## src/rtl/multicycle_controller_if.sv

```systemverilog
// Control bus between the multicycle controller and its datapath/memory.
// Master side is the controller; slave side is the datapath.
interface multicycle_controller_if #(
    parameter int unsigned ALU_OP_W = 4
);
    logic [6:0]          i_operand;
    logic [2:0]          i_funct3;
    logic                i_funct7bit5;
    logic                i_zero;
    logic                i_memReady;
    logic                o_memReq;
    logic                o_memWriteEn;
    logic                o_adrSel;
    logic                o_irWriteEn;
    logic                o_pcWriteEn;
    logic                o_regWriteEn;
    logic [1:0]          o_aluSrcASel;
    logic [1:0]          o_aluSrcBSel;
    logic [1:0]          o_resultSel;
    logic [ALU_OP_W-1:0] o_aluLogicOperation;
    logic                o_fault;

    modport master (
        input  i_operand, i_funct3, i_funct7bit5, i_zero, i_memReady,
        output o_memReq, o_memWriteEn, o_adrSel, o_irWriteEn, o_pcWriteEn, o_regWriteEn,
        output o_aluSrcASel, o_aluSrcBSel, o_resultSel, o_aluLogicOperation, o_fault
    );

    modport slave (
        output i_operand, i_funct3, i_funct7bit5, i_zero, i_memReady,
        input  o_memReq, o_memWriteEn, o_adrSel, o_irWriteEn, o_pcWriteEn, o_regWriteEn,
        input  o_aluSrcASel, o_aluSrcBSel, o_resultSel, o_aluLogicOperation, o_fault
    );
endinterface

```

## src/rtl/multicycle_controller.sv

```systemverilog
// Multicycle RISC-V style control FSM with per-access memory timeout and sticky fault.
// Define MULTICYCLE_CONTROLLER_JAL_EN to include the JAL state; otherwise JAL decodes to fault.
module multicycle_controller #(
    parameter int unsigned ALU_OP_W    = 4,
    parameter int unsigned MEM_TIMEOUT = 16
) (
    input logic                     i_clk,
    input logic                     i_rst,
    multicycle_controller_if.master bus
);

    localparam int unsigned CntW = $clog2(MEM_TIMEOUT);

    localparam logic [6:0] OpLoad   = 7'b0000011;
    localparam logic [6:0] OpStore  = 7'b0100011;
    localparam logic [6:0] OpRType  = 7'b0110011;
    localparam logic [6:0] OpIType  = 7'b0010011;
    localparam logic [6:0] OpBranch = 7'b1100011;
`ifdef MULTICYCLE_CONTROLLER_JAL_EN
    localparam logic [6:0] OpJal    = 7'b1101111;
`endif

    localparam logic [3:0] AluAdd = 4'b0000;
    localparam logic [3:0] AluSub = 4'b1000;

    typedef enum logic [3:0] {
        StFetch,
        StDecode,
        StMemAdr,
        StMemRead,
        StMemWb,
        StMemWrite,
        StExecR,
        StExecI,
        StAluWb,
        StBranch,
`ifdef MULTICYCLE_CONTROLLER_JAL_EN
        StJal,
`endif
        StFault
    } ctrlState;

    ctrlState            stateQ, stateD;
    logic [CntW-1:0]     waitCntQ, waitCntD;

    logic                memReq, memWriteEn, adrSel;
    logic                irWriteEn, pcWriteEn, regWriteEn;
    logic [1:0]          aluSrcASel, aluSrcBSel, resultSel;
    logic [3:0]          aluOp;
    logic                fault;
    logic                memAccess;
    logic                timeout;

    assign timeout = (waitCntQ == CntW'(MEM_TIMEOUT - 1));

    always_ff @(posedge i_clk) begin
        if (i_rst) begin
            stateQ   <= StFetch;
            waitCntQ <= '0;
        end else begin
            stateQ   <= stateD;
            waitCntQ <= waitCntD;
        end
    end

    always_comb begin
        stateD     = stateQ;
        waitCntD   = '0;
        memReq     = 1'b0;
        memWriteEn = 1'b0;
        adrSel     = 1'b0;
        irWriteEn  = 1'b0;
        pcWriteEn  = 1'b0;
        regWriteEn = 1'b0;
        aluSrcASel = 2'b00;
        aluSrcBSel = 2'b00;
        resultSel  = 2'b00;
        aluOp      = AluAdd;
        fault      = 1'b0;
        memAccess  = 1'b0;

        unique case (stateQ)
            StFetch: begin
                memReq     = 1'b1;
                memAccess  = 1'b1;
                aluSrcBSel = 2'b10;
                resultSel  = 2'b10;
                irWriteEn  = bus.i_memReady;
                pcWriteEn  = bus.i_memReady;
                stateD     = StDecode;
            end
            StDecode: begin
                aluSrcASel = 2'b01;
                aluSrcBSel = 2'b01;
                case (bus.i_operand)
                    OpLoad, OpStore: stateD = StMemAdr;
                    OpRType:         stateD = StExecR;
                    OpIType:         stateD = StExecI;
                    OpBranch:        stateD = StBranch;
`ifdef MULTICYCLE_CONTROLLER_JAL_EN
                    OpJal:           stateD = StJal;
`endif
                    default:         stateD = StFault;
                endcase
            end
            StMemAdr: begin
                aluSrcASel = 2'b10;
                aluSrcBSel = 2'b01;
                if (bus.i_operand == OpLoad) begin
                    stateD = StMemRead;
                end else if (bus.i_operand == OpStore) begin
                    stateD = StMemWrite;
                end else begin
                    stateD = StFault;
                end
            end
            StMemRead: begin
                memReq    = 1'b1;
                memAccess = 1'b1;
                adrSel    = 1'b1;
                stateD    = StMemWb;
            end
            StMemWb: begin
                resultSel  = 2'b01;
                regWriteEn = 1'b1;
                stateD     = StFetch;
            end
            StMemWrite: begin
                memReq     = 1'b1;
                memWriteEn = 1'b1;
                memAccess  = 1'b1;
                adrSel     = 1'b1;
                stateD     = StFetch;
            end
            StExecR: begin
                aluSrcASel = 2'b10;
                aluOp      = {bus.i_funct7bit5, bus.i_funct3};
                stateD     = StAluWb;
            end
            StExecI: begin
                aluSrcASel = 2'b10;
                aluSrcBSel = 2'b01;
                // Only shifts use funct7 bit 5 (SRLI vs SRAI); it is immediate data otherwise.
                aluOp      = (bus.i_funct3 == 3'b101) ? {bus.i_funct7bit5, bus.i_funct3}
                                                      : {1'b0, bus.i_funct3};
                stateD     = StAluWb;
            end
            StAluWb: begin
                regWriteEn = 1'b1;
                stateD     = StFetch;
            end
            StBranch: begin
                aluSrcASel = 2'b10;
                aluOp      = AluSub;
                stateD     = StFetch;
                case (bus.i_funct3)
                    3'b000:  pcWriteEn = bus.i_zero;
                    3'b001:  pcWriteEn = ~bus.i_zero;
                    default: stateD = StFault;
                endcase
            end
`ifdef MULTICYCLE_CONTROLLER_JAL_EN
            StJal: begin
                aluSrcASel = 2'b01;
                aluSrcBSel = 2'b10;
                pcWriteEn  = 1'b1;
                stateD     = StAluWb;
            end
`endif
            StFault: begin
                fault  = 1'b1;
                stateD = StFault;
            end
            default: stateD = StFault;
        endcase

        // A stalled access holds its state; ready in the last allowed cycle still wins.
        if (memAccess && !bus.i_memReady) begin
            if (timeout) begin
                stateD = StFault;
            end else begin
                stateD   = stateQ;
                waitCntD = waitCntQ + CntW'(1);
            end
        end
    end

    assign bus.o_memReq            = memReq;
    assign bus.o_memWriteEn        = memWriteEn;
    assign bus.o_adrSel            = adrSel;
    assign bus.o_irWriteEn         = irWriteEn;
    assign bus.o_pcWriteEn         = pcWriteEn;
    assign bus.o_regWriteEn        = regWriteEn;
    assign bus.o_aluSrcASel        = aluSrcASel;
    assign bus.o_aluSrcBSel        = aluSrcBSel;
    assign bus.o_resultSel         = resultSel;
    assign bus.o_aluLogicOperation = ALU_OP_W'(aluOp);
    assign bus.o_fault             = fault;

endmodule

```

## src/flat_wrapper.sv

```systemverilog
// flat-port wrapper written by rule: the top's interface ports become plain ports
module multicycle_controller_flat 
#(
    parameter int unsigned ALU_OP_W    = 4,
    parameter int unsigned MEM_TIMEOUT = 16
)
  (i_clk, i_rst, bus_i_operand, bus_i_funct3, bus_i_funct7bit5, bus_i_zero, bus_i_memReady, bus_o_memReq, bus_o_memWriteEn, bus_o_adrSel, bus_o_irWriteEn, bus_o_pcWriteEn, bus_o_regWriteEn, bus_o_aluSrcASel, bus_o_aluSrcBSel, bus_o_resultSel, bus_o_aluLogicOperation, bus_o_fault);
  multicycle_controller_if #(.ALU_OP_W(ALU_OP_W)) bus_i ();
  input logic i_clk;
  input logic i_rst;
  input wire logic [$bits(bus_i.i_operand)-1:0] bus_i_operand;
  input wire logic [$bits(bus_i.i_funct3)-1:0] bus_i_funct3;
  input wire logic [$bits(bus_i.i_funct7bit5)-1:0] bus_i_funct7bit5;
  input wire logic [$bits(bus_i.i_zero)-1:0] bus_i_zero;
  input wire logic [$bits(bus_i.i_memReady)-1:0] bus_i_memReady;
  output wire logic [$bits(bus_i.o_memReq)-1:0] bus_o_memReq;
  output wire logic [$bits(bus_i.o_memWriteEn)-1:0] bus_o_memWriteEn;
  output wire logic [$bits(bus_i.o_adrSel)-1:0] bus_o_adrSel;
  output wire logic [$bits(bus_i.o_irWriteEn)-1:0] bus_o_irWriteEn;
  output wire logic [$bits(bus_i.o_pcWriteEn)-1:0] bus_o_pcWriteEn;
  output wire logic [$bits(bus_i.o_regWriteEn)-1:0] bus_o_regWriteEn;
  output wire logic [$bits(bus_i.o_aluSrcASel)-1:0] bus_o_aluSrcASel;
  output wire logic [$bits(bus_i.o_aluSrcBSel)-1:0] bus_o_aluSrcBSel;
  output wire logic [$bits(bus_i.o_resultSel)-1:0] bus_o_resultSel;
  output wire logic [$bits(bus_i.o_aluLogicOperation)-1:0] bus_o_aluLogicOperation;
  output wire logic [$bits(bus_i.o_fault)-1:0] bus_o_fault;
  assign bus_i.i_operand = bus_i_operand;
  assign bus_i.i_funct3 = bus_i_funct3;
  assign bus_i.i_funct7bit5 = bus_i_funct7bit5;
  assign bus_i.i_zero = bus_i_zero;
  assign bus_i.i_memReady = bus_i_memReady;
  assign bus_o_memReq = bus_i.o_memReq;
  assign bus_o_memWriteEn = bus_i.o_memWriteEn;
  assign bus_o_adrSel = bus_i.o_adrSel;
  assign bus_o_irWriteEn = bus_i.o_irWriteEn;
  assign bus_o_pcWriteEn = bus_i.o_pcWriteEn;
  assign bus_o_regWriteEn = bus_i.o_regWriteEn;
  assign bus_o_aluSrcASel = bus_i.o_aluSrcASel;
  assign bus_o_aluSrcBSel = bus_i.o_aluSrcBSel;
  assign bus_o_resultSel = bus_i.o_resultSel;
  assign bus_o_aluLogicOperation = bus_i.o_aluLogicOperation;
  assign bus_o_fault = bus_i.o_fault;
  multicycle_controller #(.ALU_OP_W(ALU_OP_W), .MEM_TIMEOUT(MEM_TIMEOUT)) u_core (.i_clk(i_clk), .i_rst(i_rst), .bus(bus_i));
endmodule
```

## config.mk

```make
export PLATFORM = sky130hd
export DESIGN_NAME = multicycle_controller_flat
export DESIGN_NICKNAME = d
export VERILOG_FILES = /design/src/rtl/multicycle_controller_if.sv /design/src/rtl/multicycle_controller.sv /design/src/flat_wrapper.sv
export SDC_FILE = /design/constraint.sdc
export NUM_CORES = 1
export LEC_CHECK = 0
export ABC_CLOCK_PERIOD_IN_PS = 5300
export CAP_MARGIN = 20
export CORE_MARGIN = 5
export CORE_UTILIZATION = 45
export DETAILED_ROUTE_END_ITERATION = 6
export GPL_TIMING_DRIVEN = 0
export HOLD_SLACK_MARGIN = 0.03
export PLACE_DENSITY = 0.86
export SYNTH_ARGS = -nofsm -noshare
export SYNTH_HDL_FRONTEND = slang
export SYNTH_SLANG_ARGS = --single-unit
```

## constraint.sdc

```tcl
create_clock -name i_clk -period 5.3 [get_ports i_clk]
set_clock_uncertainty 0.2 [all_clocks]
set_input_delay 0.53 -clock i_clk [delete_from_list [all_inputs] [get_ports i_clk]]
set_output_delay 0.53 -clock i_clk [all_outputs]
set_load 0.01 [all_outputs]
```

==> results.sh, run 1 <==
export IMPL_clkLatencyLatePin_ns=0.24
export IMPL_path_max_fanout=10
export IMPL_synth_cell_types=46
export IMPL_post_cts_buffers=0
export IMPL_die_h_um=51.6
export IMPL_drt_total_wl_um=2220
export IMPL_synth_most_common_cell="nand2_1"
export IMPL_cts_max_path_buffers=2
export IMPL_track_usage_pct=17.3
export IMPL_first_global_vias=838
export IMPL_grt_max_degree=11
export IMPL_grt_setup_unrepaired="false"
export IMPL_synth_top_area_share_pct=20.6
export IMPL_area_growth_pct=45.5
export IMPL_cp_start_kind="flop"
export IMPL_cp_cell_sequence="clkbuf_1 > buf_1 > inv_1 > nor2_1 > nand4_1 > nand2_1 > clkdlybuf4s50_1"
export IMPL_core_um2=1690
export IMPL_ioPinCount=32
export IMPL_clockRootBuffer="clkbuf_4"
export IMPL_syn_area_um2=778
export IMPL_initialDrtViolationCount=26
export IMPL_hp_class="reg2reg"
export IMPL_first_pass_iters=4
export IMPL_synth_commonest_cells="nand2_1 (10), dfxtp_1 (8), o21ai_0 (7)"
export IMPL_cpLargestDelayFamily="buffers and inverters"
export IMPL_crit_type="reg2out"
export IMPL_nets=156
export IMPL_cts_tree="built"
export IMPL_initial_core_util_pct=46.1
export IMPL_power_density_nw_per_um2=386
export IMPL_synthCells=104
export IMPL_min_period_over_period_pct=58.6
export IMPL_leakage_uw=0.000415
export IMPL_endpoint_kind="output pin"
export IMPL_synth_nets=120
export IMPL_finalHoldViolCount=0
export IMPL_status="finished, final reports clean"
export IMPL_clk_pin_slew_ns=0.05
export IMPL_maxCapViolCount=0
export IMPL_synth_seq_area_share_pct=20.6
export IMPL_synthTopCellsByArea="dfxtp_1 (21%), xnor2_1 (5.6%), nand2_1 (4.8%), o21ai_0 (4.5%), nor3_1 (3.9%)"
export IMPL_ant_nets=0
export IMPL_ir_drop_uv=225
export IMPL_ys_warn_count=0
export IMPL_multi_input_area_um2=556
export IMPL_slew_headroom_pct=50.8
export IMPL_ctsHoldBuffers=0
export IMPL_pre_cts_ws_ns=2.50
export IMPL_via_count=923
export IMPL_via_per_inst=5.95
export IMPL_yosysTopAreaCell="dfxtp_1"
export IMPL_io_buffers=31
export IMPL_cts_buffers=3
export IMPL_slowest_delay_ns=0.53
export IMPL_setup_slack_ns=2.19
export IMPL_timing_fmax_mhz=322
export IMPL_syn_area_per_cell_um2=7.48
export IMPL_cts_resized=0
export IMPL_clkSinkCount=8
export IMPL_grt_pass1_wl_um=3630
export IMPL_finalCriticalPeriod_ns=3.11
export IMPL_synth_seq_cells=8
export IMPL_drv_slew=0
export IMPL_die_area_um2=2660
export IMPL_dp_hpwl_um=1810
export IMPL_tightest_slew_ns=0.731
export IMPL_setup_violations=0
export IMPL_place_congestion=0.845
export IMPL_wire_per_inst_um=14.3
export IMPL_drive_above_1_share_pct=7.97
export IMPL_synthArstFlopShare_pct=0
export IMPL_chipWidth_um=51.6
export IMPL_worst_path_buf_inv=4
export IMPL_synth_ff_type="dfxtp_1"
export IMPL_synth_edf_count=0
export IMPL_diodes=0
export IMPL_seq_area_um2=160
export IMPL_fillers=163
export IMPL_drc=0
export IMPL_antenna_found_initial=0
export IMPL_setup_tns_final_ns=0
export IMPL_critPathSlowestCell="clkdlybuf4s50_1"
export IMPL_cp_required_ns=4.57
export IMPL_h_tree_depth=1
export IMPL_num_rows=15
export IMPL_crit_arrival_ns=2.38
export IMPL_grt_overflow_total=0
==> metal layers <==
layer / track usage [%] / up-vias / routed length [um]
met5: 0 / - / 0
met4: 6.55 / 0 / 28
met3: 3.72 / 4 / 173
met2: 30.7 / 47 / 1060
met1: 20.1 / 411 / 959
li1: - / 461 / -
==> final cells by class <==
cell class | count | area share, %
multi-input cells | 82 | 49.1
flip-flops and latches | 8 | 14.1
clock buffers | 3 | 1.99
well taps | 17 | 1.88
repair buffers | 31 | 27.4
plain buffers | 9 | 3.87
inverters | 5 | 1.66
==> per-stage QoR <==
| stage | hold WS [ns] | utilization, % | area [um2] | power [uW] | instances |
|---|---|---|---|---|---|
| 6_report | 0.273 | 67.0 | 1130 | 437 | 155 |
| 5_1_grt | 0.301 | 67.0 | 1130 | 475 | 155 |
| 4_1_cts | 0.271 | 67.0 | 1130 | 440 | 155 |
| 3_5_place_dp | 0.264 | 65.7 | 1110 | 394 | 152 |
| 3_3_place_gp | 0.248 | 65.7 | 1110 | 389 | 152 |
| 2_1_floorplan | 0.227 | - | 778 | 271 | 104 |
==> path summary, 6_finish.rpt <==
kind,from,endpoint,slack [ns],depth (start not counted)
setup / recovery,u_core.stateQ[2],bus_o_aluLogicOperation[3],2.19,7
hold / removal,u_core.waitCntQ[0],u_core.waitCntQ[0],0.27,1
setup reg to reg,u_core.stateQ[2],u_core.stateQ[1],3.41,5
hold reg to reg,u_core.waitCntQ[0],u_core.waitCntQ[0],0.27,1
==> worst reg2reg max path, stage by stage (launching register included) <==
cell	delay, ns
dfxtp_1	0.30
clkbuf_1	0.30
buf_1	0.41
o21ai_0	0.16
o311a_1	0.17
a221oi_1	0.26
==> registers in the layout (all words and copies together), names as in the netlist <==
name	cells
u_core.stateQ	4
u_core.waitCntQ	4
==> logic make-up after synthesis <==
kind of cell	Yosys count	share of synthesized area, %
DFF	8	20.6
xor gates and xnor gates	6	6.75
AOI/OAI and AO/OA	31	30.2
and+or+nand+nor	44	32.8
buffers and inverters	14	8.04
adders and majority gates	1	1.61
==> placed cells by master, fill, tap and decap left out, types with 2 or more instances in the layout <==
cell type,synthesis,final
o21ai_0,7,7
nor2b_1,2,2
dfxtp_1,8,8
nand2b_1,2,2
buf_2,2,2
clkbuf_4,0,3
xnor2_1,5,5
nor4_1,2,2
a21oi_1,5,5
and3_1,4,4
nand2_1,10,10
inv_1,5,5
nor2_1,6,6
a211oi_1,3,3
nor3_1,6,6
clkbuf_1,5,5
nand3_1,2,2
clkdlybuf4s50_1,0,31
==> power breakdown <==
group | switching, uW | leakage (uW) | internal, uW
sequential | 7.51 | 0.0000653 | 71.5
clock | 17.8 | 0.0000138 | 25.7
combinational | 158 | 0.000336 | 156
Note: power is estimated with default switching activity, not from simulation.
==> run 2: changes to the inputs <==
--- a/config.mk
+++ b/config.mk
@@ -5,14 +5,14 @@
 export SDC_FILE = /design/constraint.sdc
 export NUM_CORES = 1
 export LEC_CHECK = 0
-export ABC_CLOCK_PERIOD_IN_PS = 5300
+export ABC_CLOCK_PERIOD_IN_PS = 3300
 export CAP_MARGIN = 20
 export CORE_MARGIN = 5
-export CORE_UTILIZATION = 45
+export CORE_UTILIZATION = 42
 export DETAILED_ROUTE_END_ITERATION = 6
 export GPL_TIMING_DRIVEN = 0
 export HOLD_SLACK_MARGIN = 0.03
-export PLACE_DENSITY = 0.86
+export PLACE_DENSITY = 0.82
 export SYNTH_ARGS = -nofsm -noshare
 export SYNTH_HDL_FRONTEND = slang
 export SYNTH_SLANG_ARGS = --single-unit
==> constraint.sdc (replaced) <==
create_clock -name i_clk -period 3.3 [get_ports i_clk]
set_clock_uncertainty 0.2 [all_clocks]
set_input_delay 0.33 -clock i_clk [delete_from_list [all_inputs] [get_ports i_clk]]
set_output_delay 0.33 -clock i_clk [all_outputs]
set_load 0.01 [all_outputs]
==> run 2 against run 1 <==
- worst hold slack got worse by 0.0093 ns
- combinational power grew 63%
- die area is 5.7% higher
- via count rose by 1.6%
- clock power rose by 69%
- highest routed layer unchanged
- register-to-register slack got worse by 2.0 ns
- first-iteration DRC count increased by 15%
- setup slack lost 1.8 ns
- design area is 0.88% higher
- flip-flop and latch count is the same
- count of clock-buffer cells in the layout did not move
- sequential share of layout area fell by 0.12 points
==> results.sh, run 2 (synthesis gave the netlist of run 1 again) <==
export IMPL_worstRegToRegCells=5
export IMPL_dp_hpwl_um=1910
export IMPL_min_path_cells=1
export IMPL_status="finished, final reports clean"
export IMPL_regToRegEndpoint="u_core.stateQ[2]"
export IMPL_clkLatencyLatePin_ns=0.25
export IMPL_h_tree_depth=1
export IMPL_hp_class="reg2reg"
export IMPL_largestRegisters="u_core.stateQ: 4 flops, u_core.waitCntQ: 4 flops"
export IMPL_whs_endpoint="u_core.waitCntQ[0]"
export IMPL_ctsHoldBuffers=0
export IMPL_drive_above_1_share_pct=7.97
export IMPL_wire_per_inst_um=14.3
export IMPL_endpoint_kind="output pin"
export IMPL_ir_drop_uv=425
export IMPL_cp_required_ns=2.77
export IMPL_setup_tns_final_ns=0
export IMPL_slew_headroom_pct=44.8
export IMPL_num_rows=15
export IMPL_leakage_uw=0.000415
export IMPL_r2r_start="u_core.stateQ[1]"
export IMPL_via_count=938
export IMPL_seq_area_um2=160
export IMPL_cts_resized=0
export IMPL_first_pass_iters=4
export IMPL_hp_start="u_core.waitCntQ[0]"
export IMPL_layout_cells_most_common="clkdlybuf4s50_1"
export IMPL_area_growth_pct=46.8
export IMPL_grt_setup_unrepaired="false"
export IMPL_power_density_nw_per_um2=625
export IMPL_setup_slack_ns=0.366
export IMPL_tightest_slew_ns=0.821
export IMPL_place_congestion=0.824
export IMPL_cts_buffers=3
export IMPL_r2r_slack_ns=1.39
export IMPL_crit_type="reg2out"
export IMPL_clk_pin_slew_ns=0.06
export IMPL_clkSinkCount=8
export IMPL_timing_fmax_mhz=341
export IMPL_grt_overflow_total=0
export IMPL_post_cts_buffers=0
export IMPL_fillers=160
export IMPL_drt_total_wl_um=2330
export IMPL_initial_core_util_pct=44.6
export IMPL_finalCriticalPeriod_ns=2.93
export IMPL_core_um2=1750
export IMPL_antenna_found_initial=0
export IMPL_die_area_um2=2810
export IMPL_cts_max_path_buffers=2
export IMPL_ioPinCount=32
export IMPL_setup_violations=0
export IMPL_cp_start_kind="flop"
export IMPL_drv_slew=0
export IMPL_track_usage_pct=18.3
export IMPL_nets=156
export IMPL_min_period_over_period_pct=88.9
export IMPL_pre_cts_ws_ns=0.691
export IMPL_cts_tree="built"
export IMPL_clockRootBuffer="clkbuf_4"
export IMPL_io_buffers=31
export IMPL_drc=0
export IMPL_die_h_um=53.0
export IMPL_ant_nets=0
export IMPL_diodes=0
export IMPL_crit_arrival_ns=2.40
export IMPL_maxCapViolCount=0
export IMPL_grt_max_degree=11
export IMPL_first_global_vias=879
export IMPL_multi_input_area_um2=556
export IMPL_final_cell_mix="clkdlybuf4s50_1 (31), nand2_1 (10), dfxtp_1 (8), o21ai_0 (7)"
export IMPL_path_max_fanout=10
export IMPL_chipWidth_um=53.0
export IMPL_initialDrtViolationCount=30
export IMPL_finalHoldViolCount=0
export IMPL_grt_pass1_wl_um=3840
export IMPL_via_per_inst=5.75
[run 2: cell counts in the layout (fill, tap and decap cells not counted)]
Identical to the previous run, type by type.
[run 2: area by class of cell]
| class | instances | share of cell area (%) |
|---|---|---|
| multi-input cells | 82 | 48.6 |
| repair buffers | 31 | 27.2 |
| flip-flops and latches | 8 | 14.0 |
| plain buffers | 9 | 3.83 |
| well taps | 25 | 2.74 |
| clock buffers | 3 | 1.97 |
| inverters | 5 | 1.64 |
[run 2: per-stage QoR]
step | cell area [um2] | std cells | hold slack, ns | util [%] | total power (uW)
floorplan | 778 | 104 | 0.203 | - | 436
global placement | 1120 | 160 | 0.245 | 64.2 | 628
detailed placement | 1120 | 160 | 0.259 | 64.2 | 640
CTS | 1140 | 163 | 0.265 | 65.4 | 717
global route | 1140 | 163 | 0.333 | 65.4 | 774
finish | 1140 | 163 | 0.264 | 65.4 | 713
[run 2: power by group]
part           switching, uW  internal (uW)  total (uW)
combinational            260            251         511
clock                   32.2           41.5        73.7
sequential              13.7            115         129
[run 2: how the worst max path moves through the flow]
stage,startpoint,endpoint,cells past startpoint
CTS,u_core.stateQ[0],bus_o_pcWriteEn,5
finish,u_core.stateQ[0],bus_o_pcWriteEn,5
detailed placement,u_core.stateQ[0],bus_o_pcWriteEn,5
floorplan,u_core.stateQ[2],bus_o_pcWriteEn,4
global route,u_core.stateQ[0],bus_o_pcWriteEn,5
global placement,u_core.stateQ[0],bus_o_pcWriteEn,5
[run 2: metal layers]
layer  up-vias  wire length (um)  global-route usage [%]
met5         -                 0                       0
li1        460                 -                       -
met3         4               228                    2.25
met2        48              1100                    31.0
met1       426               977                    23.0
met4         0                19                    8.09
[run 2: critical path, cell delays in order (launching register included)]
cell             delay (ns)
dfxtp_1                0.36
buf_2                  0.20
nor4_1                 0.70
nand2_1                0.19
o41ai_1                0.10
clkdlybuf4s50_1        0.59
